$ cat src/rtl/text_pkg.sv
// Shared definitions for the text-mode console writer.
//   - Default screen geometry and blank-cell color.
//   - Counter and bus widths.
//   - ASCII control codes the writer interprets.
//   - Writer FSM state encoding.
package text_pkg;

    localparam int DEFAULT_COLS = 80;
    localparam int DEFAULT_ROWS = 30;
    localparam logic [7:0] DEFAULT_BLANK_COLOR = 8'h07;

    localparam int COL_W  = 7;
    localparam int ROW_W  = 5;
    localparam int ADDR_W = 16;
    localparam int DATA_W = 16;

    localparam logic [7:0] ASCII_BS          = 8'h08;
    localparam logic [7:0] ASCII_LF          = 8'h0A;
    localparam logic [7:0] ASCII_FF          = 8'h0C;
    localparam logic [7:0] ASCII_CR          = 8'h0D;
    localparam logic [7:0] ASCII_SPACE       = 8'h20;
    localparam logic [7:0] ASCII_FIRST_PRINT = 8'h20;
    localparam logic [7:0] ASCII_LAST_PRINT  = 8'h7E;

    typedef enum logic [2:0] {
        ST_IDLE      = 3'd0,
        ST_WRITE     = 3'd1,
        ST_SCROLL_RD = 3'd2,
        ST_SCROLL_WR = 3'd3,
        ST_CLEAR     = 3'd4
    } state_t;

    function automatic logic is_printable(input logic [7:0] c);
        return (c >= ASCII_FIRST_PRINT) && (c <= ASCII_LAST_PRINT);
    endfunction

endpackage

$ cat src/rtl/text_console_writer_if.sv
// Character stream and text-RAM port B bundle for the console writer.
//   char_valid/char_data/char_color : producer -> writer
//   char_ready                       : writer -> producer
//   ram_addr/ram_wdata/ram_we        : writer -> RAM port B
//   ram_rdata                        : RAM port B -> writer (one cycle after ram_addr)
//
// Handshake: a character transfers on every rising clk edge where
// char_valid && char_ready are both high. The producer holds char_data and
// char_color stable while char_valid is high; char_ready never depends
// combinationally on char_valid.
interface text_console_writer_if;
    import text_pkg::*;

    logic              char_valid;
    logic [7:0]        char_data;
    logic [7:0]        char_color;
    logic              char_ready;
    logic [ADDR_W-1:0] ram_addr;
    logic [DATA_W-1:0] ram_wdata;
    logic              ram_we;
    logic [DATA_W-1:0] ram_rdata;

    // master: character producer plus the RAM model
    modport master (
        output char_valid, char_data, char_color, ram_rdata,
        input  char_ready, ram_addr, ram_wdata, ram_we
    );

    // slave: the console writer itself
    modport slave (
        input  char_valid, char_data, char_color, ram_rdata,
        output char_ready, ram_addr, ram_wdata, ram_we
    );

endinterface

$ cat src/rtl/text_cursor.sv
// Cursor counters for the console writer.
// Keeps (col, row) together with the linear cell offset row*COLS+col, all
// updated incrementally so no multiplier is needed.
//   clk, rst      : clock, asynchronous active-high reset
//   advance       : step one cell right, wrapping into a newline at the row end
//   back          : step one cell left (ignored at col 0)
//   cr            : return to col 0
//   lf            : col 0 and newline
//   home          : jump to (0,0)
//   col, row, off : current position and linear offset
//   at_col0       : col is 0
//   at_last_row   : row is ROWS-1
//   nl_on_advance : an advance now would wrap and request a newline
module text_cursor
    import text_pkg::*;
#(
    parameter int COLS = DEFAULT_COLS,
    parameter int ROWS = DEFAULT_ROWS
) (
    input  logic              clk,
    input  logic              rst,
    input  logic              advance,
    input  logic              back,
    input  logic              cr,
    input  logic              lf,
    input  logic              home,
    output logic [COL_W-1:0]  col,
    output logic [ROW_W-1:0]  row,
    output logic [ADDR_W-1:0] off,
    output logic              at_col0,
    output logic              at_last_row,
    output logic              nl_on_advance
);

    localparam logic [COL_W-1:0]  LAST_COL   = COL_W'(COLS - 1);
    localparam logic [ROW_W-1:0]  LAST_ROW   = ROW_W'(ROWS - 1);
    localparam logic [ADDR_W-1:0] COLS_A     = ADDR_W'(COLS);
    localparam logic [ADDR_W-1:0] LAST_COL_A = ADDR_W'(COLS - 1);

    logic [ADDR_W-1:0] col_a;

    assign col_a         = ADDR_W'(col);
    assign at_col0       = (col == '0);
    assign at_last_row   = (row == LAST_ROW);
    assign nl_on_advance = (col == LAST_COL);

    always_ff @(posedge clk or posedge rst) begin
        if (rst) begin
            col <= '0;
            row <= '0;
            off <= '0;
        end else if (home) begin
            col <= '0;
            row <= '0;
            off <= '0;
        end else if (lf) begin
            // Back to the start of this line, then down one line unless
            // already on the last row (the scroll moves the text instead).
            col <= '0;
            if (at_last_row) begin
                off <= off - col_a;
            end else begin
                row <= row + 1'b1;
                off <= off - col_a + COLS_A;
            end
        end else if (cr) begin
            col <= '0;
            off <= off - col_a;
        end else if (back) begin
            if (!at_col0) begin
                col <= col - 1'b1;
                off <= off - 1'b1;
            end
        end else if (advance) begin
            if (nl_on_advance) begin
                col <= '0;
                if (at_last_row) begin
                    off <= off - LAST_COL_A;
                end else begin
                    // Start of next row is exactly one past the last column.
                    row <= row + 1'b1;
                    off <= off + 1'b1;
                end
            end else begin
                col <= col + 1'b1;
                off <= off + 1'b1;
            end
        end
    end

endmodule

$ cat src/rtl/text_console_writer.sv
// Character-stream writer for the text-mode display.
// Accepts ASCII characters, tracks a cursor and writes {color, ascii} cells
// into port B of the text RAM. Handles wrap, LF, CR, BS, FF and scrolling.
//   clk, rst    : clock, asynchronous active-high reset
//   bus         : character handshake and RAM port B (slave modport)
//   cursor_col  : current column 0..COLS-1
//   cursor_row  : current row 0..ROWS-1
//   busy        : FSM is anywhere but IDLE
//   dbg_state   : current FSM state
module text_console_writer
    import text_pkg::*;
#(
    parameter int          COLS           = DEFAULT_COLS,
    parameter int          ROWS           = DEFAULT_ROWS,
    parameter logic [15:0] BASE_ADDR      = 16'h0000,
    parameter logic [7:0]  BLANK_COLOR    = DEFAULT_BLANK_COLOR,
    parameter bit          CLEAR_ON_RESET = 1'b1
) (
    input  logic              clk,
    input  logic              rst,
    text_console_writer_if.slave bus,
    output logic [COL_W-1:0]  cursor_col,
    output logic [ROW_W-1:0]  cursor_row,
    output logic              busy,
    output state_t            dbg_state
);

    localparam logic [DATA_W-1:0] BLANK_CELL = {BLANK_COLOR, ASCII_SPACE};
    localparam logic [ADDR_W-1:0] COLS_A     = ADDR_W'(COLS);
    localparam logic [ADDR_W-1:0] COPY_CELLS = ADDR_W'(COLS * (ROWS - 1));
    localparam logic [ADDR_W-1:0] COPY_LAST  = ADDR_W'(COLS * (ROWS - 1) - 1);
    localparam logic [ADDR_W-1:0] LAST_ADDR  = BASE_ADDR + ADDR_W'(COLS * ROWS - 1);

    state_t            state, state_d;
    logic [ADDR_W-1:0] addr_q, addr_d;
    logic [DATA_W-1:0] wdata_q, wdata_d;
    logic              we_q, we_d;
    logic              ready_q;
    logic [ADDR_W-1:0] idx_q, idx_d;
    logic              scroll_pend_q, scroll_pend_d;

    logic              cur_adv, cur_back, cur_cr, cur_lf, cur_home;
    logic [ADDR_W-1:0] cur_off;
    logic              at_col0, at_last_row, nl_on_advance;
    logic              accept, is_print;

    text_cursor #(
        .COLS (COLS),
        .ROWS (ROWS)
    ) u_cursor (
        .clk           (clk),
        .rst           (rst),
        .advance       (cur_adv),
        .back          (cur_back),
        .cr            (cur_cr),
        .lf            (cur_lf),
        .home          (cur_home),
        .col           (cursor_col),
        .row           (cursor_row),
        .off           (cur_off),
        .at_col0       (at_col0),
        .at_last_row   (at_last_row),
        .nl_on_advance (nl_on_advance)
    );

    assign accept   = bus.char_valid && ready_q;
    assign is_print = is_printable(bus.char_data);

    assign bus.char_ready = ready_q;
    assign bus.ram_addr   = addr_q;
    assign bus.ram_we     = we_q;
    // Scroll copy writes the word the RAM returns for the read issued in the
    // preceding SCROLL_RD cycle; it only exists during this cycle.
    assign bus.ram_wdata  = (state == ST_SCROLL_WR) ? bus.ram_rdata : wdata_q;

    assign busy      = (state != ST_IDLE);
    assign dbg_state = state;

    always_comb begin
        state_d       = state;
        addr_d        = addr_q;
        wdata_d       = wdata_q;
        we_d          = 1'b0;
        idx_d         = idx_q;
        scroll_pend_d = scroll_pend_q;
        cur_adv       = 1'b0;
        cur_back      = 1'b0;
        cur_cr        = 1'b0;
        cur_lf        = 1'b0;
        cur_home      = 1'b0;

        case (state)
            ST_IDLE: begin
                if (accept) begin
                    if (is_print) begin
                        cur_adv       = 1'b1;
                        we_d          = 1'b1;
                        addr_d        = BASE_ADDR + cur_off;
                        wdata_d       = {bus.char_color, bus.char_data};
                        scroll_pend_d = nl_on_advance && at_last_row;
                        state_d       = ST_WRITE;
                    end else begin
                        case (bus.char_data)
                            ASCII_BS: begin
                                if (!at_col0) begin
                                    cur_back      = 1'b1;
                                    we_d          = 1'b1;
                                    addr_d        = BASE_ADDR + cur_off - 16'd1;
                                    wdata_d       = BLANK_CELL;
                                    scroll_pend_d = 1'b0;
                                    state_d       = ST_WRITE;
                                end
                            end
                            ASCII_LF: begin
                                cur_lf = 1'b1;
                                if (at_last_row) begin
                                    addr_d  = BASE_ADDR + COLS_A;
                                    idx_d   = '0;
                                    state_d = ST_SCROLL_RD;
                                end
                            end
                            ASCII_CR: begin
                                cur_cr = 1'b1;
                            end
                            ASCII_FF: begin
                                cur_home = 1'b1;
                                we_d     = 1'b1;
                                addr_d   = BASE_ADDR;
                                wdata_d  = BLANK_CELL;
                                state_d  = ST_CLEAR;
                            end
                            default: begin
                            end
                        endcase
                    end
                end
            end

            ST_WRITE: begin
                if (scroll_pend_q) begin
                    addr_d  = BASE_ADDR + COLS_A;
                    idx_d   = '0;
                    state_d = ST_SCROLL_RD;
                end else begin
                    state_d = ST_IDLE;
                end
            end

            ST_SCROLL_RD: begin
                we_d    = 1'b1;
                addr_d  = BASE_ADDR + idx_q;
                state_d = ST_SCROLL_WR;
            end

            ST_SCROLL_WR: begin
                if (idx_q == COPY_LAST) begin
                    we_d    = 1'b1;
                    addr_d  = BASE_ADDR + COPY_CELLS;
                    wdata_d = BLANK_CELL;
                    state_d = ST_CLEAR;
                end else begin
                    idx_d   = idx_q + 16'd1;
                    addr_d  = BASE_ADDR + COLS_A + idx_q + 16'd1;
                    state_d = ST_SCROLL_RD;
                end
            end

            ST_CLEAR: begin
                // Every clear ends on the last cell of the screen. A clear
                // entered straight from reset has no write in flight yet, so
                // it first issues the write of the first cell.
                if (!we_q) begin
                    we_d    = 1'b1;
                    addr_d  = BASE_ADDR;
                    wdata_d = BLANK_CELL;
                end else if (addr_q == LAST_ADDR) begin
                    state_d = ST_IDLE;
                end else begin
                    we_d   = 1'b1;
                    addr_d = addr_q + 16'd1;
                end
            end

            default: begin
                state_d = ST_IDLE;
            end
        endcase
    end

    always_ff @(posedge clk or posedge rst) begin
        if (rst) begin
            state         <= CLEAR_ON_RESET ? ST_CLEAR : ST_IDLE;
            addr_q        <= '0;
            wdata_q       <= '0;
            we_q          <= 1'b0;
            ready_q       <= 1'b0;
            idx_q         <= '0;
            scroll_pend_q <= 1'b0;
        end else begin
            state         <= state_d;
            addr_q        <= addr_d;
            wdata_q       <= wdata_d;
            we_q          <= we_d;
            ready_q       <= (state_d == ST_IDLE);
            idx_q         <= idx_d;
            scroll_pend_q <= scroll_pend_d;
        end
    end

endmodule

$ cat src/flat_wrapper.sv
// flat-port wrapper written by rule: the top's interface ports become plain ports
module text_console_writer_flat import text_pkg::*;
#(
    parameter int          COLS           = DEFAULT_COLS,
    parameter int          ROWS           = DEFAULT_ROWS,
    parameter logic [15:0] BASE_ADDR      = 16'h0000,
    parameter logic [7:0]  BLANK_COLOR    = DEFAULT_BLANK_COLOR,
    parameter bit          CLEAR_ON_RESET = 1'b1
)
  (clk, rst, cursor_col, cursor_row, busy, dbg_state, bus_char_valid, bus_char_data, bus_char_color, bus_ram_rdata, bus_char_ready, bus_ram_addr, bus_ram_wdata, bus_ram_we);
  text_console_writer_if bus_i ();
  input  logic clk;
  input  logic rst;
  output logic [COL_W-1:0] cursor_col;
  output logic [ROW_W-1:0] cursor_row;
  output logic busy;
  output state_t dbg_state;
  input wire logic [$bits(bus_i.char_valid)-1:0] bus_char_valid;
  input wire logic [$bits(bus_i.char_data)-1:0] bus_char_data;
  input wire logic [$bits(bus_i.char_color)-1:0] bus_char_color;
  input wire logic [$bits(bus_i.ram_rdata)-1:0] bus_ram_rdata;
  output wire logic [$bits(bus_i.char_ready)-1:0] bus_char_ready;
  output wire logic [$bits(bus_i.ram_addr)-1:0] bus_ram_addr;
  output wire logic [$bits(bus_i.ram_wdata)-1:0] bus_ram_wdata;
  output wire logic [$bits(bus_i.ram_we)-1:0] bus_ram_we;
  assign bus_i.char_valid = bus_char_valid;
  assign bus_i.char_data = bus_char_data;
  assign bus_i.char_color = bus_char_color;
  assign bus_i.ram_rdata = bus_ram_rdata;
  assign bus_char_ready = bus_i.char_ready;
  assign bus_ram_addr = bus_i.ram_addr;
  assign bus_ram_wdata = bus_i.ram_wdata;
  assign bus_ram_we = bus_i.ram_we;
  text_console_writer #(.COLS(COLS), .ROWS(ROWS), .BASE_ADDR(BASE_ADDR), .BLANK_COLOR(BLANK_COLOR), .CLEAR_ON_RESET(CLEAR_ON_RESET)) u_core (.clk(clk), .rst(rst), .bus(bus_i), .cursor_col(cursor_col), .cursor_row(cursor_row), .busy(busy), .dbg_state(dbg_state));
endmodule
$ cat config.mk
export PLATFORM = sky130hd
export DESIGN_NAME = text_console_writer_flat
export DESIGN_NICKNAME = d
export VERILOG_FILES = /design/src/rtl/text_pkg.sv /design/src/rtl/text_console_writer_if.sv /design/src/rtl/text_cursor.sv /design/src/rtl/text_console_writer.sv /design/src/flat_wrapper.sv
export SDC_FILE = /design/constraint.sdc
export NUM_CORES = 1
export LEC_CHECK = 0
export CAP_MARGIN = 0
export CORE_UTILIZATION = 56
export DETAILED_ROUTE_END_ITERATION = 6
export PLACE_DENSITY = 0.8
export REMOVE_ABC_BUFFERS = 1
export SETUP_SLACK_MARGIN = 0.4
export SKIP_LAST_GASP = 1
export SLEW_MARGIN = 20
export SYNTH_ARGS = -nofsm -noshare
export SYNTH_HDL_FRONTEND = slang
export SYNTH_SLANG_ARGS = --single-unit
$ cat constraint.sdc
create_clock -name clk -period 4.2 [get_ports clk]
set_input_delay 1.26 -clock clk [delete_from_list [all_inputs] [get_ports clk]]
set_output_delay 1.26 -clock clk [all_outputs]
set_load 0.01 [all_outputs]
* Yosys cells after proc, flatten, opt, wreduce, memory -nomap -nowiden
Index checks and enable logic that the tools add are counted.
** Word-level totals
- Register bits :: 82
- Output and inout bits :: 50
** Cells by class
- Add/subtract/negate cells :: 12
- $lt $le $gt $ge :: 2
- Eq/ne operators :: 29
- Muxes and demuxes :: 87
- Reduce and logical (&&, ||, !) cells :: 20
** Operators with widths (count)
- $mux W16 :: 28
- $pmux W16 S3 :: 3
- $pmux W16 S5 :: 1
- $add A16 B1 Y16 const B :: 4
- $mux W7 :: 7
- $mux W5 :: 7
- $eq A16 B12 Y1 const B :: 2
- $eq A8 B4 Y1 const B :: 4
- $pmux W16 S2 :: 1
- $mux W1 :: 28
- $mux W3 :: 7
- $add A16 B7 Y16 const B :: 1
- $add A7 B16 Y16 const A :: 1
- $sub A16 B1 Y16 const B :: 1
- $sub A16 B7 Y16 :: 1
- $sub A16 B7 Y16 const B :: 1
- $pmux W3 S5 :: 1
- $reduce_bool A3 Y1 :: 5
- $reduce_and A7 Y1 :: 2
- $ne A2 B2 Y1 const B :: 6
- $reduce_bool A5 Y1 :: 2
- $ne A3 B3 Y1 const B :: 3
- $pmux W3 S3 :: 1
- $ge A8 B6 Y1 const B :: 1
- other kinds (25) :: 32

* Logic depth before layout (Yosys ltp)
Gate-level depths: netlist of the first run.
- Depth in word-level cells :: 10
- Depth in mapped cells :: 14
- Depth with buffers taken out :: 13

* Hierarchy
Synthesis of the first run repeated with hierarchy kept, for this count alone.
** Second synthesis, totals
- Cells, all modules :: 944
- Area total of the unflattened synthesis :: 7287.0 µm²
** Modules (own cells, without submodules)
- text_console_writer :: instances 1, cells each 530, area an instance 4061.4 µm², seq. area each 1352.5 µm²
- text_cursor :: instances 1, cells each 414, area an instance 3225.6 µm², seq. area each 700.7 µm²

* Worst setup path after synthesis of the first run
No wires, ideal clock.
- Path kind :: input port to flip-flop
- Start :: in bus_char_data[4]
- End :: reg u_core.u_cursor.off[3]
- Library setup time :: 0.082 ns
- Arrival time :: 3.432 ns
- Setup slack :: 0.686 ns
- Stages :: 10
- Path buffers :: 3
- Cells stage by stage :: or4_1 nor4_1 and4_1 clkbuf_1 buf_2 buf_2 nand2_1 a211oi_1 a21oi_1 o22ai_1
** On the way
- Longest elaborated chain between the ends :: 9
- Elaborated cells on any way between the ends :: 33
** Ends and longest elaborated chain
- from (decl) :: RTL line flat_wrapper.sv:19 : input wire logic [$bits(bus_i.char_data)-1:0] bus_char_data;
- $ge A8 B6 Y1, or another cell as far along :: RTL line text_pkg.sv:34 : return (c >= ASCII_FIRST_PRINT) && (c <= ASCII_LAST_PRINT);
- $logic_and A1 B1 Y1 or $mux W1 (tied branches) :: RTL line text_pkg.sv:34, text_console_writer.sv:103
- $mux W1 :: RTL line text_console_writer.sv:95 : if (is_print) begin
- $mux W1 :: RTL line text_console_writer.sv:94 : if (accept) begin
- $mux W1 :: RTL line text_console_writer.sv:92 : case (state)
- $mux W16 :: RTL line text_cursor.sv:69 : end else if (back) begin
- $mux W16 :: RTL line text_cursor.sv:66 : end else if (cr) begin
- $mux W16 :: RTL line text_cursor.sv:56 : end else if (lf) begin
- $mux W16 :: RTL line text_cursor.sv:52 : end else if (home) begin
- to (signal assigned) :: RTL line text_cursor.sv:61 : off <= off - col_a;
- to (signal assigned) :: RTL line text_cursor.sv:68 : off <= off - col_a;
- to (signal assigned) :: RTL line text_cursor.sv:72 : off <= off - 1'b1;
- to (decl) :: RTL line text_cursor.sv:29 : output logic [ADDR_W-1:0] off,
Several ways; a longest one is shown, not always the timed one.
A chain may end at the register's enable or synchronous reset.

* Worst setup path after layout of the first run
- Start :: in bus_char_data[1]
- End :: reg u_core.u_cursor.off[15]
Same word-level chain as after synthesis.

==> results.md, run 1 <==
- CP required: 4440 ps
- Initial Utilization: ~58%
- M1 GR Usage: about half
- Layout Cells excl Fill: 1248
- Clock skew: roughly 12 ps
- Vias: ~8000
- Max-cap violations: 0
- Synthesis-to-layout area growth: 21.7%
- Global routing usage on met2: ~55%
- Mapped Area: 7050 sq um
- FFs w/ async S/R, synth: 100%
- Fin area: approximately 8600 sq um
- Sequential share of the synthesized area: 29.1%
- Cts bufs inserted: 9
- Max frequency: approximately 270 MHz
- Post-detailed-route DRC marker count: 0
- Antenna violations before repair: 0
- Register area: 2050 sq um
- Starting DRT DRC Count: roughly 1100
- Pin count of the biggest net entering global routing: between 40 and 50
- NetSw: between 0.002 and 0.0025 W
- N_diodes: 0
- Measured slew at the worst slew-check pin: around 1100 ps
- CTS tree: done
- H-tree Lvls: 3
- Rows: 40
- Clock power share: between 10% and 20%
- Placed cell areas: 8270 sq um
- Post-route minimum period: 3680 ps
- Slew HR: a little over a quarter
- Library cells used by synthesis: slightly below 70
- Cell Count Post-Placement: around 1200
- DR vias/cell: 6.43
- Synth area leaders: dfrtp_1, nand2_1, o21ai_0
- Syn Area/Cell: just over 7 sq um
- Top cell type by total area after synthesis: dfrtp_1
- Post-DP HPWL: 16900 um
- Routed wire length: between 20000 and 25000 um
- Global placer's final weighted congestion: around 1.0
- Most frequent cell after synthesis: nand2_1
- Clock-pin slew on the worst setup and hold paths: approximately 60 ps
- Post-route ant nets: 0
- Die W: 114 um
- Crit path DAT: roughly 4000 ps
- Top Usage Layer GRT: met2
- Multi-input gate area: about 4700 sq um
- CP Launch Type: input pin
- I/O Buffers: 84
- Setup tns final: 0 ps
- RSZ-0062 raised after global routing: yes
- Pre-antenna DRT Iters: 6
- Hold Crit Class: flip-flop to flip-flop
- Synth top cells by count: nand2_1, o21ai_0, nor2_1, dfrtp_1, a21oi_1
- I/O pin count: 85
- Fin worst setup slack: 522 ps
- Endpoints failing setup: 0
- Met3 global-route usage: under 10%
- Remaining Overflow, GRT: 0
- Yosys warns: 0
- Worst hold stages: 2
- Worst-Skew Late Latency: 350 ps
- Final hold violations: 0
- Logic pwr share: 57.5%
- EDFF count, synth: 0
- Total power: between 0.004 and 0.005 W
- Worst VDD drop: roughly 0.4 mV
- Gr usage total: a little over a third
- Sw frac: a little under half
- Worst-case clock buffer depth: 2
- CTS root buf: clkbuf_16
- Critical path class: input pin to flip-flop
- First-pass GRT wire length: around 36000 um
- Core Area: roughly 12000 sq um
- CP max FO: 9
- Clk sink count: 82
- Register share of total power: a little over a quarter
- Die area: between 10000 and 15000 sq um
- Vias in the first global route: about 7000
- Die Span Y: approximately 110 um
- Fill cell count: 1067
- #FFs+latches synth: 82
- Cells after Synth: approximately 990
- P_int: around 0.0025 W
- CP Capture Type: flip-flop
- Dpl ws: about 11 ps
- Slew Limit Fails: 0
- Status: complete, no violations
- Leak: 3.66 nW
- Synth top area share: around 29%
- Final layout net count: about 1100
- R2R cell count: 12
- Power per cell area: 534 nW/um^2
- Share of cells above drive strength 1: between 7 and 8%
- Routed length per instance: 18.1 um
- Main synth FF type: dfrtp_1
- Crit share post-route: ~90%
-- critical path, stage by stage --
cell and delay [ps]:
clkdlybuf4s50_1 690, nand4_1 180, nor2_1 190, a21oi_2 70, o311ai_2 700, nor2_1 110
mux2i_1 170, a31oi_1 120, a21o_1 200, a22o_1 220
-- metrics by stage --
step,util [%],hold WS [ps]
4_1_cts,70.3,469
3_5_place_dp,68.0,455
5_1_grt,70.6,486
2_1_floorplan,-,439
6_report,70.6,466
3_3_place_gp,68.0,449
-- cells by family after synthesis --
logic type               after synthesis  share of synthesized area, %
XOR/XNOR                              41                          5.10
buffers and inverters                 90                          4.88
AND/OR/NAND/NOR                      462                          31.1
flip-flops                            82                          29.1
AO/OA/AOI/OAI                        291                          25.4
multiplexers                           8                          1.15
adder cells (fa/ha/maj)               18                          3.30
-- timing repair --
| item | 4_1_cts | 5_1_grt |
|---|---|---|
| setup buffers | 0 | 1 |
| hold buffers | 0 | 0 |
| pin swaps | 0 | 3 |
| hold endpoints to repair | 0 | 0 |
| setup endpoints to repair | 2 | 14 |
| gates resized for setup | 2 | 5 |
-- path summary, 6_finish.rpt --
path                                         from                      end  slack (ps)
min in group asynchronous                     rst         u_core.idx_q[12]        1370
setup reg to reg           u_core.u_cursor.off[0]  u_core.u_cursor.off[15]         730
hold reg to reg                u_core.wdata_q[13]       u_core.wdata_q[13]         470
max in group asynchronous                     rst      u_core.dbg_state[2]        2090
hold / removal                 u_core.wdata_q[13]       u_core.wdata_q[13]         470
setup / recovery                 bus_char_data[1]  u_core.u_cursor.off[15]         520
-- power by group through the flow --
stage               Sequential, W  Clock [W]  Combinational, W
finish                    0.00119   0.000751           0.00263
global route              0.00121   0.000791           0.00288
CTS                       0.00118   0.000755           0.00258
detailed placement        0.00120          0           0.00256
global placement          0.00119          0           0.00253
floorplan                 0.00118          0           0.00170
-- cell usage in the layout, fill, tap and decap left out, types with 5 or more instances in the layout --
| cell | instances |
|---|---|
| or3_1 | 13 |
| nand3b_1 | 5 |
| o211ai_1 | 6 |
| nor4_1 | 10 |
| nand2b_1 | 9 |
| xnor2_1 | 21 |
| nand3_1 | 44 |
| ha_1 | 17 |
| clkdlybuf4s50_1 | 83 |
| inv_1 | 25 |
| nand4_1 | 23 |
| nor3_1 | 38 |
| buf_4 | 50 |
| o21ai_0 | 108 |
| nor2_1 | 93 |
| xor2_1 | 20 |
| dfrtp_1 | 81 |
| nor2b_1 | 6 |
| a21o_1 | 7 |
| and2_1 | 13 |
| o21a_1 | 5 |
| nand2_1 | 165 |
| a21oi_1 | 64 |
| and4_1 | 6 |
| mux2i_1 | 7 |
| and3_1 | 20 |
| o22ai_1 | 14 |
| clkbuf_16 | 9 |
| a211oi_1 | 12 |
| a31oi_1 | 7 |
| o31ai_1 | 13 |
-- per-layer routing --
| metal | part of all wire [%] | up-vias | wire [um] |
|---|---|---|---|
| li1 | - | 3760 | - |
| met2 | 44 | 501 | 9890 |
| met4 | 2.8 | 0 | 622 |
| met3 | 11 | 69 | 2480 |
| met1 | 42 | 3692 | 9590 |
| met5 | 0 | - | 0 |
-- layout make-up --
class	count	share of cell area (%)
Timing Repair Buffer	136	14.7
Sequential cell	82	23.9
Multi-Input combinational cell	820	54.6
Inverter	26	1.15
Clock inverter	5	0.452
Tap cell	168	2.45
Clock buffer	11	2.71
-- sequential cells by signal (all words and copies together) (netlist names) --
register               cells
u_core.scroll_pend_q       1
u_core.u_cursor.off       16
u_core.u_cursor.row        5
u_core.dbg_state           3
u_core.bus.char_ready      1
u_core.idx_q              16
u_core.wdata_q            16
u_core.u_cursor.col        7
u_core.bus.ram_addr       16
u_core.bus.ram_we          1
Note: power is estimated with default switching activity, not from simulation.
==> run 2: changes to the inputs <==
--- a/config.mk
+++ b/config.mk
@@ -5,7 +5,9 @@
 export SDC_FILE = /design/constraint.sdc
 export NUM_CORES = 1
 export LEC_CHECK = 0
+export ABC_CLOCK_PERIOD_IN_PS = 4200
 export CAP_MARGIN = 0
+export CORE_MARGIN = 1.5
 export CORE_UTILIZATION = 56
 export DETAILED_ROUTE_END_ITERATION = 6
 export PLACE_DENSITY = 0.8
==> constraint.sdc (replaced) <==
create_clock -name clk -period 4.2 [get_ports clk]
set_input_delay 0.42 -clock clk [delete_from_list [all_inputs] [get_ports clk]]
set_output_delay 0.42 -clock clk [all_outputs]
set_load 0.01 [all_outputs]
==> results.md, run 2 (same netlist as run 1, synthesis figures left out) <==
- Status: complete, no violations
- Worst-Skew Late Latency: between 300 and 400 ps
- Global placer's final weighted congestion: between 0.9 and 1
- Vias: 7933
- Remaining Overflow, GRT: 0
- Clk sink count: 82
- Hold Crit Class: flip-flop to flip-flop
- Routed length per instance: 18.5 um
- Power per cell area: about 560 nW/um^2
- CP required: between 4000 and 5000 ps
- Leak: 3.52 nW
- CP Launch Type: flip-flop
- Vias in the first global route: 7165
- Slew Limit Fails: 0
- Commonest cells after routing, fill and taps aside: nand2_1, o21ai_0, nor2_1
- Post-CTS setup buffers: 0
- N_diodes: 0
- Worst VDD drop: 0.389 mV
- CTS tree: done
- # hold bufs at CTS: 0
- Share of cells above drive strength 1: slightly above 5%
- DR vias/cell: around 6.5
- Routed wire length: 22600 um
- Max-cap violations: 0
- CP max FO: 7
- Slew HR: a little over 30%
- Post-detailed-route DRC marker count: 0
- Antenna violations before repair: 0
- CTS root buf: clkbuf_16
- Initial Utilization: 58.0%
- Core Area: 12200 sq um
- Resized Gates After CTS: 0
- First-pass GRT wire length: approximately 36000 um
- Measured slew at the worst slew-check pin: between 1000 and 1500 ps
- I/O Buffers: 84
- Die W: around 120 um
- Synthesis-to-layout area growth: 18.6%
- Max frequency: slightly below 300 MHz
- Post-DP HPWL: roughly 17000 um
- Cell Count Post-Placement: approximately 1200
- Die area: 13300 sq um
- Crit share post-route: about four fifths
- Critical path class: flip-flop to flip-flop
- Clock skew: about 9.4 ps
- Clock-pin slew on the worst setup and hold paths: about 70 ps
- Pre-antenna DRT Iters: 6
- Setup tns final: 0 ps
- Crit path DAT: ~3700 ps
- Final hold violations: 0
- Post-route minimum period: approximately 3400 ps
- Cts bufs inserted: 9
- Worst-case clock buffer depth: 2
- Starting DRT DRC Count: between 1000 and 1500
- Post-route ant nets: 0
- Die Span Y: 115 um
- RSZ-0062 raised after global routing: no
- CP Capture Type: flip-flop
- Pin count of the biggest net entering global routing: 54
- Commonest non-fill, non-tap cell in the layout: nand2_1
- I/O pin count: 85
- Gr usage total: roughly a third
- Layout Cells excl Fill: roughly 1200
- H-tree Lvls: 3
- Final layout net count: approximately 1100
- Rows: 40
- Endpoints failing setup: 0
[run 2: cell count changes in the layout (fill, tap and decap cells not counted), sizes merged]
| cell | before | now |
|---|---|---|
| buf | 52 | 26 |
| bufinv | 0 | 1 |
| clkbuf | 11 | 10 |
| clkdlybuf4s50 | 83 | 84 |
| clkinv | 4 | 2 |
| clkinvlp | 1 | 2 |
| dlymetal6s2s | 1 | 0 |
[run 2: through the flow]
step	total power, W	hold slack [ps]	area [sq um]	setup slack, ps	util [%]
after floorplan	0.00288	439	6800	825	-
after global placement	0.00374	448	8050	691	66.2
after detailed placement	0.00378	455	8050	650	66.2
after CTS	0.00461	469	8350	803	68.7
after global routing	0.00498	487	8360	506	68.8
final	0.00467	466	8360	784	68.8
[run 2: final timing paths]
path	startpoint	slack, ps	end	depth (start not counted)
worst max-delay path	u_core.u_cursor.off[0]	780	u_core.u_cursor.off[15]	13
worst min-delay path	u_core.wdata_q[0]	470	u_core.wdata_q[0]	2
worst max register to register	u_core.u_cursor.off[0]	780	u_core.u_cursor.off[15]	13
worst min register to register	u_core.wdata_q[0]	470	u_core.wdata_q[0]	2
max in group asynchronous	rst	2780	u_core.dbg_state[2]	3
min in group asynchronous	rst	540	u_core.bus.ram_addr[9]	2
[run 2: where the power goes]
group	leakage, nW	internal [W]	switching [W]
logic	2.29	0.00114	0.00152
registers	1.09	0.000937	0.000252
clock network	0.141	0.000477	0.000345
[run 2: layout make-up]
cell class	instances	area, sq um
multi-input cells	820	4660
fillers	1083	3800
flip-flops and latches	82	2050
repair buffers	110	1040
clock buffers	10	239
well taps	168	210
inverters	26	98.8
clock inverters	5	62.6
[run 2: routing by layer]
metal / wire (um) / track usage, % / share of wire, %
met2: 9760 / 53.4 / 43
met4: 743 / 15.0 / 3.3
met5: 0 / 0 / 0
met1: 9610 / 48.0 / 43
met3: 2490 / 6.85 / 11
[run 2: worst max-delay path: stages (launching register included)]
cell and delay (ps):
dfrtp_1 450, inv_1 140, ha_1 220, fa_1 420, nand2b_1 190, a21oi_1 160
xor2_1 350, and3_1 210, o21ai_1 60, buf_4 190, nor4_1 350, xor2_1 140
a21o_1 180, a22o_1 230
